## src/rtl/la_uart_dump.sv

```systemverilog
// la_uart_dump: streams a window of the capture RAM out through uart_tx as a
// framed packet: A5 5A LEN_H LEN_L payload[0..length-1] [CSUM].
// Optional feature macro: LA_DUMP_CSUM_EN appends a modulo-256 payload checksum.
// The FSM is split into a state register, next-state logic and output decode.
// Datapath registers use a separate next-value process.
module la_uart_dump #(
    parameter int ADDR_W = 10
) (
    input  logic              clk,
    input  logic              rst,
    input  logic              start,
    input  logic [ADDR_W-1:0] start_addr,
    input  logic [ADDR_W:0]   length,
    input  logic              abort,
    output logic              busy,
    output logic              done,
    output logic              mem_rd_en,
    output logic [ADDR_W-1:0] mem_rd_addr,
    input  logic [7:0]        mem_rd_data,
    output logic [7:0]        tx_data,
    output logic              tx_valid,
    input  logic              tx_ready
);

    typedef enum logic [3:0] {
        S_IDLE,
        S_SYNC0,
        S_SYNC1,
        S_LENH,
        S_LENL,
        S_RD,
        S_LATCH,
        S_SEND,
        S_FIN
`ifdef LA_DUMP_CSUM_EN
        ,
        S_CSUM
`endif
    } state_t;

    // State entered once the last payload byte (or LEN_L for an empty frame) has gone.
`ifdef LA_DUMP_CSUM_EN
    localparam state_t S_TAIL = S_CSUM;
`else
    localparam state_t S_TAIL = S_FIN;
`endif

    state_t            state_q, state_d;
    logic [ADDR_W-1:0] addr_q, addr_d;
    logic [ADDR_W:0]   rem_q, rem_d;
    logic [ADDR_W:0]   len_q, len_d;
    logic [7:0]        data_q, data_d;
`ifdef LA_DUMP_CSUM_EN
    logic [7:0]        csum_q, csum_d;
`endif

    logic [15:0] len16;
    logic        xfer;
    logic        accept;

    assign len16  = 16'(len_q);
    assign xfer   = tx_valid && tx_ready;
    // abort in IDLE blocks a simultaneous start
    assign accept = (state_q == S_IDLE) && start && !abort;

    // State register with synchronous reset
    always_ff @(posedge clk) begin
        if (rst) begin
            state_q <= S_IDLE;
        end else begin
            state_q <= state_d;
        end
    end

    // Next-state logic; abort overrides every transition
    always_comb begin
        state_d = state_q;
        case (state_q)
            S_IDLE:  if (accept) state_d = S_SYNC0;
            S_SYNC0: if (xfer) state_d = S_SYNC1;
            S_SYNC1: if (xfer) state_d = S_LENH;
            S_LENH:  if (xfer) state_d = S_LENL;
            S_LENL:  if (xfer) state_d = (rem_q != '0) ? S_RD : S_TAIL;
            S_RD:    state_d = S_LATCH;
            S_LATCH: state_d = S_SEND;
            // rem_q still counts the byte being sent, so 1 means it was the last
            S_SEND:  if (xfer) state_d = (rem_q != (ADDR_W+1)'(1)) ? S_RD : S_TAIL;
`ifdef LA_DUMP_CSUM_EN
            S_CSUM:  if (xfer) state_d = S_FIN;
`endif
            S_FIN:   state_d = S_IDLE;
            default: state_d = S_IDLE;
        endcase
        if (abort) begin
            state_d = S_IDLE;
        end
    end

    // Datapath registers: address, remaining count, length, payload byte, checksum
    always_ff @(posedge clk) begin
        if (rst) begin
            addr_q <= '0;
            rem_q  <= '0;
            len_q  <= '0;
            data_q <= '0;
`ifdef LA_DUMP_CSUM_EN
            csum_q <= '0;
`endif
        end else begin
            addr_q <= addr_d;
            rem_q  <= rem_d;
            len_q  <= len_d;
            data_q <= data_d;
`ifdef LA_DUMP_CSUM_EN
            csum_q <= csum_d;
`endif
        end
    end

    // Datapath next values: load on accept, capture RAM data, advance on payload transfer
    always_comb begin
        addr_d = addr_q;
        rem_d  = rem_q;
        len_d  = len_q;
        data_d = data_q;
`ifdef LA_DUMP_CSUM_EN
        csum_d = csum_q;
`endif
        if (accept) begin
            addr_d = start_addr;
            rem_d  = length;
            len_d  = length;
`ifdef LA_DUMP_CSUM_EN
            csum_d = '0;
`endif
        end
        if (state_q == S_LATCH) begin
            data_d = mem_rd_data;
        end
        if (state_q == S_SEND && xfer) begin
            // address width makes the wrap to 0 at the buffer end implicit
            addr_d = addr_q + ADDR_W'(1);
            rem_d  = rem_q - (ADDR_W+1)'(1);
`ifdef LA_DUMP_CSUM_EN
            csum_d = csum_q + data_q;
`endif
        end
    end

    // Output decode: everything is a function of registered state, so all outputs are 0 in IDLE
    always_comb begin
        busy        = (state_q != S_IDLE);
        done        = 1'b0;
        mem_rd_en   = 1'b0;
        mem_rd_addr = '0;
        tx_data     = 8'h00;
        tx_valid    = 1'b0;
        case (state_q)
            S_SYNC0: begin tx_valid = 1'b1; tx_data = 8'hA5;        end
            S_SYNC1: begin tx_valid = 1'b1; tx_data = 8'h5A;        end
            S_LENH:  begin tx_valid = 1'b1; tx_data = len16[15:8];  end
            S_LENL:  begin tx_valid = 1'b1; tx_data = len16[7:0];   end
            S_RD:    begin mem_rd_en = 1'b1; mem_rd_addr = addr_q;  end
            S_SEND:  begin tx_valid = 1'b1; tx_data = data_q;       end
`ifdef LA_DUMP_CSUM_EN
            S_CSUM:  begin tx_valid = 1'b1; tx_data = csum_q;       end
`endif
            S_FIN:   done = 1'b1;
            default: ;
        endcase
    end

endmodule

```

## config.mk

```make
export PLATFORM = sky130hd
export DESIGN_NAME = la_uart_dump
export DESIGN_NICKNAME = d
export VERILOG_FILES = /design/src/rtl/la_uart_dump.sv
export SDC_FILE = /design/constraint.sdc
export NUM_CORES = 1
export LEC_CHECK = 0
export BUFFER_PORTS_ARGS = -buffer_cell sky130_fd_sc_hd__buf_2
export CORE_UTILIZATION = 50
export CTS_BUF_LIST = sky130_fd_sc_hd__clkbuf_2
export DETAILED_ROUTE_END_ITERATION = 7
export GPL_TIMING_DRIVEN = 0
export PLACE_DENSITY = 0.81
export SLEW_MARGIN = 25
export SYNTH_ARGS = -nofsm -noshare
export SYNTH_HDL_FRONTEND = slang
export SYNTH_SLANG_ARGS = --single-unit
export TNS_END_PERCENT = 5
```

## constraint.sdc

```tcl
create_clock -name clk -period 3.02 [get_ports clk]
set_clock_uncertainty 0.15 [all_clocks]
set_input_delay 0.302 -clock clk [delete_from_list [all_inputs] [get_ports clk]]
set_output_delay 0.302 -clock clk [all_outputs]
set_load 0.02 [all_outputs]
```

==> impl_metrics.yaml, run 1 <==
cells_and_area:
  drive_gt1_share_pct: 20.4
  regArea_um2: 881
  stdcell_count: 478
  n_antenna_cell: 0
  multi_input_area_um2: 1430
  fillers: 410
  area_growth_pct: 28.0
  num-nets-final: 448
synth:
  synth_top_cell_by_area: "dfxtp_1"
  yosysMostFrequentCell: "nand2_1"
  syn_inst: 323
  synth_ff_type: "dfxtp_1"
  synth_top_area_share_pct: 35.9
  synth_common_cells: "61 x nand2_1, 44 x dfxtp_1, 32 x a21oi_1, 18 x a31oi_1"
  netlist_top_cells_area: "dfxtp_1 36%, nand2_1 9.3%, a21oi_1 6.5%"
  synth_seq_cells: 44
  synth_area_per_cell_um2: 7.59
  ys_seq_area_share_pct: 35.9
  synth_warnings: 0
  synth_edf_count: 0
  ys_types: 51
  synthArstFlopShare_pct: 0
  syn_area_um2: 2450
  syn_nets: 361
die:
  dieHeight_um: 72.0
  core_um2: 4720
  die_w_um: 72.0
  start_util_pct: 51.9
  rows: 25
  dieArea_um2: 5190
  io-pin-count: 56
cts:
  numCtsBuffers: 5
  clk_latency_ns: 0.46
  cts_hold_buf: 26
  post_cts_resized: 0
  cts_tree: "built"
  clock-sinks: 44
  ctsHtreeMaxLevel: 2
  clk_pin_slew_ns: 0.28
  cts_root_buffer: "clkbuf_2"
  cts.path.max_buffers: 2
  cts_setup_buffers: 0
status:
  violations: "hold timing"
  status: "finished, violations left"
grt:
  grt_usage_pct: 28.3
  antenna_found_initial: 0
  grt.overflow.total: 0
  grt_pass1_vias: 2536
  grt_max_degree: 16
  grt_pass1_wl_mm: 11.5
route:
  vias_per_cell: 5.81
  avgRoutedWirePerCell_um: 14.9
  ant_nets: 0
  totalWireLength_mm: 7.13
  drc: 0
  vias: 2779
  drt_iter0_drc: 276
  first_pass_iters: 5
timing:
  fmax_mhz: 356
  hold_violations: 1
  worstMarginPinSlew_ns: 0.873
  period_minus_slack_ns: 2.81
  timing.max_slew.rel_slack_pct: 41.3
  whs_ns: -0.00123
  setup_viol: 0
  tns_ns: 0
  slew_viol_final: 0
  rsz0062_at_grt: "no"
  fin_crit_sh_pct: 93.0
hold_path:
  hold_depth: 3
  min_to: "addr_q[1]"
  hold_class: "in2reg"
  hold_path_startpoint: "start_addr[1]"
setup_path:
  crit_family: "buffers and inverters"
  cp.buffers_inverters: 3
  reg2reg_from: "rem_q[5]"
  r2r-end: "rem_q[10]"
  path_depth: 7
  end_kind: "output port"
  cp.arrival_ns: 2.36
  worstRegToRegCells: 4
  crit_fanout: 10
  path_cells: "buf_2 -> buf_2 -> nor2_1 -> a22o_1 -> nand2_1 -> a21oi_1 -> buf_2"
  startpoint_type: "register"
  cpMostUsedCell: "buf_2"
  critical_path_class: "reg2out"
  ff2ff_setup_slack_ns: 0.78
  max_stage_delay_ns: 0.51
  critPathSlowestCell: "nor2_1"
  required_ns: 2.57
place:
  dp_hpwl_mm: 4.88
  gp_congestion: 0.869
  dp_cells: 444
  io_buffers: 54
job:
  drv_cap: 0
pwr:
  ir_drop_v: 0.000371
  powerDensity_nw_per_um2: 377
  p_leak_uw: 0.00124
  total_power_uw: 1180
## through the flow
stage | instance area, um^2 | util, % | worst slack [ns] | hold slack, ns
finish | 3140 | 66.4 | 0.212 | -0.00123
global route | 3140 | 66.4 | 0.107 | 0.00717
CTS | 3140 | 66.4 | 0.275 | 0.00771
detailed placement | 2810 | 59.4 | 0.811 | 0.299
global placement | 2810 | 59.4 | 0.859 | 0.293
floorplan | 2450 | - | 0.940 | 0.286
## how the worst max path moves through the flow
stage / slack [ns] / start / endpoint
2_1_floorplan: 0.94 / state_q[2] / done
3_3_place_gp: 0.86 / state_q[0] / tx_data[7]
3_5_place_dp: 0.81 / state_q[0] / tx_data[7]
4_1_cts: 0.27 / state_q[0] / tx_data[7]
5_1_grt: 0.11 / state_q[0] / tx_data[7]
6_report: 0.21 / state_q[0] / tx_data[5]
## layout by cell type, fill, tap and decap left out, types with 6 or more instances in the layout
cell	count
buf_2	61
nand2_1	61
dfxtp_1	44
a21oi_1	32
dlygate4sd3_1	26
a31oi_1	18
clkbuf_1	13
or3_1	13
and2_1	12
nor3_1	10
o21ai_1	10
inv_1	8
nand3_1	8
nor2_1	6
clkbuf_2	6
## logic make-up after synthesis
logic type | Yosys count | share of synthesized area (%)
flip-flops | 44 | 35.9
XOR/XNOR | 1 | 0.357
buffers and inverters | 33 | 5.62
AO/OA/AOI/OAI | 93 | 24.2
AND/OR/NAND/NOR | 148 | 31.9
adder cells (fa/ha/maj) | 4 | 2.04
## per-layer routing
layer | GRT usage (%) | vias up | part of all wire [%]
li1 | - | 1347 | -
met1 | 36.8 | 1283 | 43
met2 | 47.9 | 129 | 48
met3 | 4.03 | 20 | 6.3
met4 | 10.9 | 0 | 2.2
met5 | 0 | - | 0
## power by group
part	internal [uW]	switching, uW
clock	143	222
combinational	85.6	107
sequential	606	19.3
total	834	348
## layout make-up
type	instances	share of cell area, %
Buffer	23	3.19
Clock buffer	5	0.797
Clock inverter	3	1.52
Inverter	10	1.20
Multi-Input combinational cell	246	45.7
Sequential cell	44	28.1
Tap cell	67	2.67
Timing Repair Buffer	80	16.9
## tightest hold or removal path, cell delays in order
cell and delay [ns]:
buf_2 0.07, a22oi_1 0.07, a21oi_1 0.11
## registers in the layout, summed over array words and instances (netlist names)
name,count
data_q,8
rem_q,11
addr_q,10
len_q,11
state_q,4
Power figures use the tool's default switching activity.
==> run 2: changes to the inputs <==
- CORE_UTILIZATION: 50 -> 40
- PLACE_DENSITY: 0.81 -> 0.68
- SKIP_LAST_GASP: not set -> 1
==> run 2 against run 1 <==
Effect of this change:
- the flow now finishes without violations
- sequential power about the same
- hold slack improved by 0.026 ns
- combinational power barely moved
- critical path depth unchanged
- sequential cell count is the same
- clock power rose by 40%
- critical endpoint is now tx_data[7]
- highest routed layer unchanged
==> impl_metrics.yaml, run 2 (synthesized netlist as in run 1, its figures left out) <==
route:
  drt_iter0_drc: 201
  ant_nets: 0
  avgRoutedWirePerCell_um: 14.4
  vias: 2754
  totalWireLength_mm: 7.00
  drc: 0
  vias_per_cell: 5.67
  first_pass_iters: 5
setup_path:
  cpMostUsedCell: "buf_2"
  cp-startpoint: "state_q[0]"
  critical_path_class: "reg2out"
  path_cells: "buf_2 -> buf_2 -> nor2_1 -> a22o_1 -> nand2_1 -> a21oi_1 -> buf_2"
  critPathSlowestCell: "nor2_1"
  cp.buffers_inverters: 3
  startpoint_type: "register"
  reg2reg_from: "rem_q[5]"
  end_kind: "output port"
  cp.arrival_ns: 2.26
  crit_fanout: 10
  required_ns: 2.57
  crit_family: "buffers and inverters"
  max_stage_delay_ns: 0.49
die:
  dieHeight_um: 80.3
  rows: 28
  start_util_pct: 41.4
  dieArea_um2: 6440
  core_um2: 5920
  io-pin-count: 56
  die_w_um: 80.3
timing:
  slew_viol_final: 0
  timing.max_slew.rel_slack_pct: 40.1
  fmax_mhz: 368
  worstMarginPinSlew_ns: 0.890
  rsz0062_at_grt: "no"
  period_minus_slack_ns: 2.71
  hold_violations: 0
  setup_viol: 0
  whs_ns: 0.0247
  tns_ns: 0
  fin_crit_sh_pct: 89.9
cells_and_area:
  area_growth_pct: 30.2
  fillers: 609
  n_antenna_cell: 0
  final_area_um2: 3190
  num-nets-final: 448
  drive_gt1_share_pct: 20.4
  reg.largest.list: "len_q x11, rem_q x11, addr_q x10"
  mostFrequentLayoutCells: "61 x buf_2, 61 x nand2_1, 44 x dfxtp_1"
  fin_util_pct: 53.9
pwr:
  total_power_uw: 1330
  p_leak_uw: 0.00126
  ir_drop_v: 0.000214
  powerDensity_nw_per_um2: 416
place:
  dpl_cell_area_um2: 2820
  dp_hpwl_mm: 5.07
  gp_congestion: 0.877
  io_buffers: 54
hold_path:
  hold_class: "in2reg"
  hold_path_startpoint: "start_addr[1]"
cts:
  cts.path.max_buffers: 2
  cts_tree: "built"
  cts_setup_buffers: 0
  ctsHtreeMaxLevel: 2
  cts_root_buffer: "clkbuf_2"
  clk_latency_ns: 0.41
  clock-sinks: 44
  numCtsBuffers: 5
  clk_pin_slew_ns: 0.24
grt:
  grt_pass1_wl_mm: 11.6
  grt_pass1_vias: 2508
  antenna_found_initial: 0
  grt_max_degree: 15
  grt_usage_pct: 22.9
  grt.overflow.total: 0
status:
  status: "finished, final reports clean"
job:
  drv_cap: 0
[run 2: path summary, 6_finish.rpt]
check | endpoint | slack (ns) | cells after the start
worst max-delay path | tx_data[7] | 0.31 | 7
worst min-delay path | addr_q[1] | 0.02 | 3
worst max register to register | rem_q[10] | 0.78 | 4
worst min register to register | data_q[5] | 0.32 | 2
[run 2: metal layers]
metal	track usage, %	wire length [um]	share of wire, %
met2	38.5	3250	46
met5	0	0	0
met4	6.07	143	2.0
met3	3.52	375	5.4
met1	30.4	3230	46
[run 2: worst register-to-register path, cell delays in order, from the launching register on]
cell     delay [ns]
dfxtp_1        0.40
nor4_1         0.79
nand2_1        0.27
or3_1          0.41
a31oi_1        0.16
[run 2: repair_timing]
action	4_1_cts	5_1_grt
endpoints found under the hold margin	27	1
gates resized for setup	0	0
hold buffers	25	1
[run 2: final cells by class]
cell class	instances	area [um^2]	share of cell area (%)
sequential	44	881	27.6
clock buffer	5	25.0	0.784
buffer	23	100	3.14
multi-input combinational	246	1430	44.9
clock inverter	3	90.1	2.82
inverter	10	37.5	1.18
timing repair buffer	80	531	16.6
tap	75	93.8	2.94
[run 2: through the flow]
step	cells	setup WS [ns]
final	486	0.306
after global routing	486	0.127
after CTS	485	0.314
after detailed placement	452	0.838
after global placement	452	0.816
after floorplan	323	0.940
[run 2: power by group]
group | total (uW) | internal, uW | switching [uW]
combinational | 190 | 85.6 | 104
clock | 511 | 305 | 206
sequential | 625 | 605 | 19.6
total | 1330 | 996 | 330
